<file path="config.mk">
export PLATFORM = sky130hd
export DESIGN_NAME = boot_loader
export DESIGN_NICKNAME = d
export VERILOG_FILES = /design/src/rtl/boot_loader_pkg.sv /design/src/rtl/byte_packer.sv /design/src/rtl/boot_loader.sv
export SDC_FILE = /design/constraint.sdc
export NUM_CORES = 1
export LEC_CHECK = 0
export ABC_AREA = 1
export CORE_MARGIN = 5
export CORE_UTILIZATION = 53
export DETAILED_ROUTE_END_ITERATION = 16
export HOLD_SLACK_MARGIN = 0.15
export PLACE_DENSITY = 0.81
export SKIP_CTS_REPAIR_TIMING = 1
export SYNTH_ARGS = -nofsm -noshare
export SYNTH_HDL_FRONTEND = slang
export SYNTH_SLANG_ARGS = --single-unit
</file>
<file path="constraint.sdc">
create_clock -name clk -period 2.4 [get_ports clk]
set_clock_uncertainty 0.15 [all_clocks]
set_input_delay 0.48 -clock clk [delete_from_list [all_inputs] [get_ports clk]]
set_output_delay 0.48 -clock clk [all_outputs]
set_load 0.02 [all_outputs]
</file>
<file path="src/rtl/boot_loader_pkg.sv">
// boot_loader_pkg: shared state encoding and image framing constants for the boot loader
package boot_loader_pkg;
  typedef enum logic [3:0] {HI0, HI1, INSTR, HD0, HD1, DATA, FLUSH, DONE, ERROR} state_t;
  localparam int HDR_BYTES = 2;
  localparam int WORD_BYTES = 4;
endpackage

</file>
<file path="src/rtl/byte_packer.sv">
// byte_packer: shifts bytes big-endian into a 32-bit word and pulses word_valid when one completes
module byte_packer
  import boot_loader_pkg::*;
(
  input  logic        clk,
  input  logic        rst,
  input  logic        en,
  input  logic [7:0]  din,
  output logic [31:0] word,
  output logic [1:0]  byte_cnt,
  output logic        word_valid
);
  always_ff @(posedge clk) begin
    if (rst) begin
      word <= '0;
      byte_cnt <= '0;
      word_valid <= 1'b0;
    end else begin
      word_valid <= en && byte_cnt == 2'(WORD_BYTES - 1);
      if (en) begin
        word <= {word[23:0], din};
        byte_cnt <= byte_cnt + 2'd1;
      end
    end
  end
endmodule

</file>
<file path="src/rtl/boot_loader.sv">
// boot_loader: parses a length-prefixed host byte image and writes it into instruction/data memory
module boot_loader
  import boot_loader_pkg::*;
#(
  parameter int IMEM_WORDS = 256,
  parameter int DMEM_BYTES = 1024
) (
  input  logic        clk,
  input  logic        rst,
  input  logic        in_valid,
  input  logic [7:0]  in_data,
  output logic        in_ready,
  output logic        instruction_load,
  output logic        instruction_we,
  output logic [31:0] instruction_addr,
  output logic [31:0] instruction_store,
  output logic        data_load,
  output logic        data_we,
  output logic [31:0] data_addr,
  output logic [7:0]  data_store,
  output logic        boot_done,
  output logic        err
);
  state_t state, state_n;
  logic [7:0] hdr_hi;
  logic [15:0] rem;
  logic [1:0] byte_cnt;
  logic [31:0] cnt_full;
  logic fire, word_last;
  assign fire = in_valid & in_ready;
  assign cnt_full = {16'd0, hdr_hi, in_data};
  assign word_last = byte_cnt == 2'(WORD_BYTES - 1);
  byte_packer u_packer (
    .clk        (clk),
    .rst        (rst),
    .en         (fire && state == INSTR),
    .din        (in_data),
    .word       (instruction_store),
    .byte_cnt   (byte_cnt),
    .word_valid (instruction_we)
  );
  always_comb begin
    state_n = state;
    case (state)
      HI0:   if (fire) state_n = HI1;
      HI1:   if (fire) state_n = cnt_full > 32'(IMEM_WORDS) ? ERROR : cnt_full == '0 ? HD0 : INSTR;
      INSTR: if (fire && word_last && rem == 16'd1) state_n = HD0;
      HD0:   if (fire) state_n = HD1;
      HD1:   if (fire) state_n = cnt_full > 32'(DMEM_BYTES) ? ERROR : cnt_full == '0 ? FLUSH : DATA;
      DATA:  if (fire && rem == 16'd1) state_n = FLUSH;
      FLUSH: state_n = DONE;
      default: ;
    endcase
  end
  // rem counts remaining instruction words, then remaining data bytes
  always_ff @(posedge clk) begin
    if (rst) begin
      state <= HI0;
      hdr_hi <= '0;
      rem <= '0;
      instruction_addr <= '0;
      data_addr <= '0;
      data_we <= 1'b0;
      data_store <= '0;
    end else begin
      state <= state_n;
      if (fire && (state == HI0 || state == HD0)) hdr_hi <= in_data;
      if (fire && (state == HI1 || state == HD1)) rem <= cnt_full[15:0];
      else if (fire && (state == DATA || (state == INSTR && word_last))) rem <= rem - 16'd1;
      instruction_addr <= instruction_addr + 32'(instruction_we);
      data_addr <= data_addr + 32'(data_we);
      data_we <= fire && state == DATA;
      if (fire && state == DATA) data_store <= in_data;
    end
  end
  assign in_ready = state inside {HI0, HI1, INSTR, HD0, HD1, DATA};
  assign instruction_load = state inside {HI0, HI1, INSTR, HD0, HD1, ERROR};
  assign data_load = state inside {HD0, HD1, DATA, FLUSH, ERROR};
  assign boot_done = state == DONE;
  assign err = state == ERROR;
endmodule

</file>
==> summary.md, run 1 <==
| Metric | Value |
|---|---|
| Outcome | `finished clean` |
| Buffers and inverters on the worst path | `3` |
| Total wire length after detailed routing | `17900 µm` |
| CORE AREA | `0.0125 mm²` |
| Worst setup slack after layout | `~140 ps` |
| Achievable frequency | `0.442 GHz` |
| Hold Path Class | `flip-flop to flip-flop` |
| Internal power | `4.31 mW` |
| GR Overflow Total | `0` |
| Number of max-capacitance violations reported | `0` |
| Die Outline Area | `0.0151 mm²` |
| Wire length of the first global-routing pass | `between 20000 and 30000 µm` |
| Net switching share of the total power | `about 25%` |
| Crit Path Category | `flip-flop to primary output` |
| Vias in the first global route | `6261` |
| Area growth from synthesis to layout | `31.5%` |
| Critical path peak fanout | `4` |
| Most frequent standard cell in the layout excluding fill and tap cells | `nand2_1` |
| PortBufs | `121` |
| Pins over their slew limit | `0` |
| Pleak | `3.37 nW` |
| Setup violation total in the final timing report | `0` |
| Largest voltage drop on the vdd net | `0.461 mV` |
| Largest net degree at the start of global routing | `65` |
| Vertical die dimension | `123 µm` |
| Via-to-Cell Ratio | `5.18` |
| Yosys synthesis warning count | `0` |
| Required arrival time at the worst endpoint | `1770 ps` |
| Number of distinct library cells after synthesis | `38` |
| Net count after synthesis | `1021` |
| Die X-Extent | `between 100 and 150 µm` |
| Final instance area | `0.00885 mm²` |
| Count of nets left with antenna violations after detail routing | `0` |
| Average cell area after synthesis | `between 6 and 7 µm²` |
| I/O Pins | `roughly 120` |
| Total cell area at the placement stage | `0.00819 mm²` |
| CTS tree | `yes` |
| Global-route usage over all layers | `24.4%` |
| RSZ-0062 raised after global routing | `no` |
| Wire per inst | `13.6 µm` |
| Routability congestion estimate | `0.930` |
| Ordered cell list for the critical path | `inv_2, nor3_1, inv_1, nand3_1, dlymetal6s2s_1` |
| Type of origin of the critical path | `flip-flop` |
| Biggest cell delay along the critical path | `approximately 450 ps` |
| Std-Cell Rows | `41` |
| Layout cells sized above 1 | `7.85%` |
| Worst Path Arrival | `1630 ps` |
| Share of synthesized area occupied by flip-flops and latches | `40.5%` |
| Sequential group share of total power | `41.1%` |
| First-pass iteration count of the detailed router | `5` |
| Final Critical Period | `2260 ps` |
| Starting Density | `a little over half` |
| Number of antenna diodes | `0` |
| Number of hold violations in the final report | `0` |
| Worst slew pin tran | `501 ps` |
| Area taken by flip-flops and latches | `0.00273 mm²` |
| Critical path endpoint category | `primary output` |
| Clock-pin slew reported for the worst setup and hold paths after clock tree synthesis | `60 ps` |
| Total number of nets in the final design | `about 1.2k` |
| Power per cell area | `648 mW/mm²` |
| Total via count in the routed design | `6823` |
| Detailed-route DRC error count | `0` |
| Combinational Power Share | `9.6%` |
| Worst relative slew slack | `66.3%` |
| Fill cell count | `1086` |
| Kind of cell with the highest combined delay on the critical path | `flip-flops` |
| Flip-flop and latch count after synthesis | `136` |
| Post-synthesis instance area | `0.00673 mm²` |
| Critical Path Slowest Stage Cell | `dfxtp_1` |
| Area occupied by multi-input gates | `0.00335 mm²` |
| Synth Instances | `between 1k and 1.5k` |
| Clk sinks | `136` |
| Clk Tree Root Cell | `clkbuf_16` |
| Pre-CTS setup slack | `137 ps` |
| Highest-count cells in the layout ignoring fill and taps | `nand2_1 (224), nor2_1 (145), dfxtp_1 (134)` |
| Count of H-tree levels built during CTS | `4` |
| Initial antenna violation count | `0` |
| DPL Wire Length | `12900 µm` |
| Sw power | `1.42 mW` |
| Detailed router's first-iteration violation count | `about 620` |
| Period utilization | `roughly 94%` |
| Clock network fraction of total power | `49.3%` |
| Total CTS buffers | `17` |
| Clock insertion delay at the later pin of the skew report | `~420 ps` |
| Number of buffers on the longest clock path | `2` |
-- area by class of cell --
class                           instances  area share, %
Timing Repair Buffer                  141           15.9
Clock inverter                         13           2.16
Tap cell                              172           2.43
Clock buffer                           19           5.12
Inverter                              134           5.69
Sequential cell                       136           30.8
Multi-Input combinational cell        703           37.9
-- cell usage after synthesis (all sizes together) --
cell	n	area [µm²]
clkbuf	18	67.6
o21a	3	22.5
xnor2	6	52.6
nor4	2	12.5
o31ai	1	7.51
dfxtp	136	2720
and3	2	12.5
nand3	57	290
nand2	226	853
nor3	29	145
a31oi	4	25.0
xor2	17	149
ha	7	87.6
o21ai	63	319
or2	8	50.1
nor3b	2	15.0
nand4	17	128
nand3b	5	37.5
and2	1	6.26
a21oi	96	499
nor2	156	628
buf	12	83.8
inv	134	503
o211ai	1	12.5
-- sequential cells by signal, indices dropped and copies added (netlist names), 2 cells and up --
| signal | cells |
|---|---|
| hdr_hi | 8 |
| state | 4 |
| rem | 16 |
| data_addr | 32 |
| u_packer.word | 32 |
| instruction_addr | 32 |
| u_packer.byte_cnt | 2 |
| data_store | 8 |
-- cells by family after synthesis --
| kind of cell | after synthesis | share of synthesized area, % |
|---|---|---|
| DFF | 136 | 40.5 |
| buffers and inverters | 164 | 9.72 |
| AOI/OAI and AO/OA | 168 | 13.2 |
| and+or+nand+nor | 505 | 32.4 |
| xor gates and xnor gates | 23 | 2.99 |
| adders and majority gates | 7 | 1.30 |
-- through the flow --
stage / util [%] / power [mW] / std cells / setup TNS [ps] / hold slack [ps]
final: 70.7 / 5.73 / 1318 / 0 / 290
after global routing: 70.7 / 5.93 / 1318 / 0 / 314
after CTS: 70.6 / 5.75 / 1318 / -865 / 293
after detailed placement: 65.4 / 2.95 / 1286 / 0 / 284
after global placement: 65.4 / 2.94 / 1286 / 0 / 280
after floorplan: - / 2.78 / 1003 / 0 / 277
-- worst reg2reg max path: stages, from the launching register on --
cell	delay [ps]
dfxtp_1	360
ha_1	200
ha_1	180
nand2_1	90
nor2_2	170
nand3_2	160
nor2_2	220
nand2_1	140
nor2_2	180
xnor2_1	140
nor2_1	50
-- routing by layer --
metal / routed length [µm] / track usage, % / vias up / share of wire, %
li1: - / - / 3472 / -
met1: 7570 / 30.4 / 3073 / 42
met2: 8600 / 41.6 / 236 / 48
met3: 1240 / 4.33 / 42 / 6.9
met4: 467 / 9.66 / 0 / 2.6
met5: 0 / 0 / - / 0
-- final timing paths --
path | from | end | slack, ps | cells past startpoint
max | state[3]$_SDFFE_PP0P_ | instruction_load | 140 | 5
max reg2reg | u_packer.word_valid$_SDFF_PP0_ | instruction_addr[18]$_SDFF_PP0_ | 240 | 10
min reg2reg | u_packer.word[26]$_SDFFE_PP0P_ | u_packer.word[26]$_SDFFE_PP0P_ | 290 | 2
min | u_packer.word[26]$_SDFFE_PP0P_ | u_packer.word[26]$_SDFFE_PP0P_ | 290 | 2
-- power groups by stage --
| stage | clock (mW) | combinational, mW | sequential (mW) |
|---|---|---|---|
| 2_1_floorplan | 0 | 0.379 | 2.40 |
| 3_3_place_gp | 0 | 0.538 | 2.40 |
| 3_5_place_dp | 0 | 0.548 | 2.40 |
| 4_1_cts | 2.85 | 0.552 | 2.35 |
| 5_1_grt | 2.94 | 0.623 | 2.36 |
| 6_report | 2.83 | 0.552 | 2.35 |
(Power assumes the default switching activity.)
==> run 2: changes to the inputs <==
--- a/config.mk
+++ b/config.mk
@@ -11,6 +11,7 @@
 export DETAILED_ROUTE_END_ITERATION = 16
 export HOLD_SLACK_MARGIN = 0.15
 export PLACE_DENSITY = 0.81
+export RECOVER_POWER = 50
 export SKIP_CTS_REPAIR_TIMING = 1
 export SYNTH_ARGS = -nofsm -noshare
 export SYNTH_HDL_FRONTEND = slang
==> run 2 against run 1 <==
  * Design area shrank 0.50%
  * Critical path depth is the same
  * Clock power is essentially flat
  * Via count grew 0.85%
  * Largest power group unchanged
  * Highest routed layer unchanged
==> summary.md, run 2 (synthesis gave the netlist of run 1 again) <==
| Metric | Value |
|---|---|
| Outcome | `finished clean` |
| Vias in the first global route | `6261 (unchanged)` |
| Total via count in the routed design | `6881 (+0.85%)` |
| Std-Cell Rows | `41 (unchanged)` |
| Layout cells sized above 1 | `7.33% (-0.52 points)` |
| RSZ-0062 raised after global routing | `no` |
| Final Critical Period | `2250 ps (-10.8 ps)` |
| Final instance area | `0.00880 mm² (-0.50%)` |
| Initial antenna violation count | `0 (unchanged)` |
| Clk sinks | `136 (unchanged)` |
| I/O Pins | `122 (unchanged)` |
| Hold Path Class | `flip-flop to flip-flop` |
| Largest voltage drop on the vdd net | `0.455 mV (-1.3%)` |
| Dpl cells | `1286 (unchanged)` |
| Detailed router's first-iteration violation count | `667 (+6.9%)` |
| Pleak | `3.38 nW (+0.19%)` |
| Total wire length after detailed routing | `17800 µm (-0.39%)` |
| First-pass iteration count of the detailed router | `6 (+1)` |
| Setup violation total in the final timing report | `0 (unchanged)` |
| Count of nets left with antenna violations after detail routing | `0 (unchanged)` |
| Via-to-Cell Ratio | `5.22 (+0.85%)` |
| Crit Path Category | `flip-flop to primary output` |
| Clk Tree Root Cell | `clkbuf_16` |
| Worst slew pin tran | `926 ps (+424 ps)` |
| CTS tree | `yes` |
| Die Outline Area | `0.0151 mm² (unchanged)` |
| Highest-count cells in the layout ignoring fill and taps | `nand2_1 (224), nor2_1 (146), dfxtp_1 (134)` |
| Number of max-capacitance violations reported | `0 (unchanged)` |
| Global-route usage over all layers | `24.4% (unchanged)` |
| Combinational Power Share | `9.6% (about the same)` |
| Count of H-tree levels built during CTS | `4 (unchanged)` |
| Starting Density | `53.8% (unchanged)` |
| Sequential group share of total power | `41.1% (about the same)` |
| Worst relative slew slack | `38.3% (-28 points)` |
| Final core utilization | `70.3% (-0.35 points)` |
| Worst Path Arrival | `1620 ps (about the same)` |
| Number of hold violations in the final report | `0 (unchanged)` |
| Total number of nets in the final design | `1151 (unchanged)` |
| Net switching share of the total power | `24.7% (-0.036 points)` |
| Fill cell count | `1099 (+1.2%)` |
| Internal power | `4.31 mW (about the same)` |
| Reg2reg setup slack | `230 ps (about the same)` |
| PortBufs | `121 (unchanged)` |
| Wire per inst | `13.5 µm (-0.39%)` |
| Wire length of the first global-routing pass | `29400 µm (unchanged)` |
| Achievable frequency | `0.445 GHz (+0.48%)` |
| Clock network fraction of total power | `49.3% (about the same)` |
| Die X-Extent | `123 µm (unchanged)` |
| GR Overflow Total | `0 (unchanged)` |
| Critical path peak fanout | `4 (unchanged)` |
| Sw power | `1.41 mW (-0.26%)` |
| Fin cells | `1318 (unchanged)` |
| Detailed-route DRC error count | `0 (unchanged)` |
| CORE AREA | `0.0125 mm² (unchanged)` |
| Total CTS buffers | `17 (unchanged)` |
| Clock insertion delay at the later pin of the skew report | `420 ps (about the same)` |
| Total cell area at the placement stage | `0.00819 mm² (unchanged)` |
| Clock-pin slew reported for the worst setup and hold paths after clock tree synthesis | `60 ps (about the same)` |
| Critical path endpoint category | `primary output` |
| Area growth from synthesis to layout | `30.8%` |
| Routability congestion estimate | `0.930 (unchanged)` |
| Largest net degree at the start of global routing | `65 (unchanged)` |
| Period utilization | `93.7% (-0.45 points)` |
| Number of antenna diodes | `0 (unchanged)` |
| DPL Wire Length | `12900 µm (unchanged)` |
| Type of origin of the critical path | `flip-flop` |
| Most frequent standard cell in the layout excluding fill and tap cells | `nand2_1` |
| Worst hold margin | `289 ps (-1.13 ps)` |
| Power per cell area | `650 mW/mm² (+0.39%)` |
| Required arrival time at the worst endpoint | `1770 ps (about the same)` |
| Pins over their slew limit | `0 (unchanged)` |
| Number of buffers on the longest clock path | `2 (unchanged)` |
| Registers with the most flip-flops | `data_addr x32, instruction_addr x32, u_packer.word x32` |
| Vertical die dimension | `123 µm (unchanged)` |
[run 2: through the flow]
step	TNS (ps)	worst slack [ps]	total power [mW]
finish	0	151	5.73
global route	0	40.7	5.92
floorplan	0	331	2.78
global placement	0	165	2.94
CTS	-865	-275	5.75
detailed placement	0	137	2.95
[run 2: final cells by class]
cell class | instances | area (µm²) | share of cell area, %
multi-input combinational | 703 | 3350 | 38.1
clock buffer | 19 | 453 | 5.14
tap | 172 | 215 | 2.44
inverter | 134 | 503 | 5.71
clock inverter | 13 | 191 | 2.17
sequential | 136 | 2730 | 31.0
timing repair buffer | 141 | 1370 | 15.5
[run 2: metal layers]
layer,track usage [%],wire (µm),up-vias
met4,9.66,391,0
li1,-,-,3477
met1,30.4,7610,3112
met5,0,0,-
met2,41.6,8680,257
met3,4.33,1120,35
[run 2: power groups by stage]
| stage | sequential [mW] | clock (mW) | combinational [mW] |
|---|---|---|---|
| after floorplan | 2.40 | 0 | 0.379 |
| after global placement | 2.40 | 0 | 0.538 |
| after detailed placement | 2.40 | 0 | 0.548 |
| after CTS | 2.35 | 2.85 | 0.552 |
| after global routing | 2.36 | 2.94 | 0.620 |
| final | 2.35 | 2.82 | 0.549 |
[run 2: worst paths after layout]
check,cells past startpoint,from,endpoint
max reg2reg,11,u_packer.word_valid$_SDFF_PP0_,instruction_addr[26]$_SDFF_PP0_
min reg2reg,2,u_packer.word[26]$_SDFFE_PP0P_,u_packer.word[26]$_SDFFE_PP0P_
min,2,u_packer.word[26]$_SDFFE_PP0P_,u_packer.word[26]$_SDFFE_PP0P_
max,5,state[3]$_SDFFE_PP0P_,instruction_load
[run 2: critical path, stage by stage, from the launching register on]
cell	delay [ps]
dfxtp_1	450
inv_2	100
nor3_1	270
inv_1	100
nand3_1	70
dlymetal6s2s_1	220
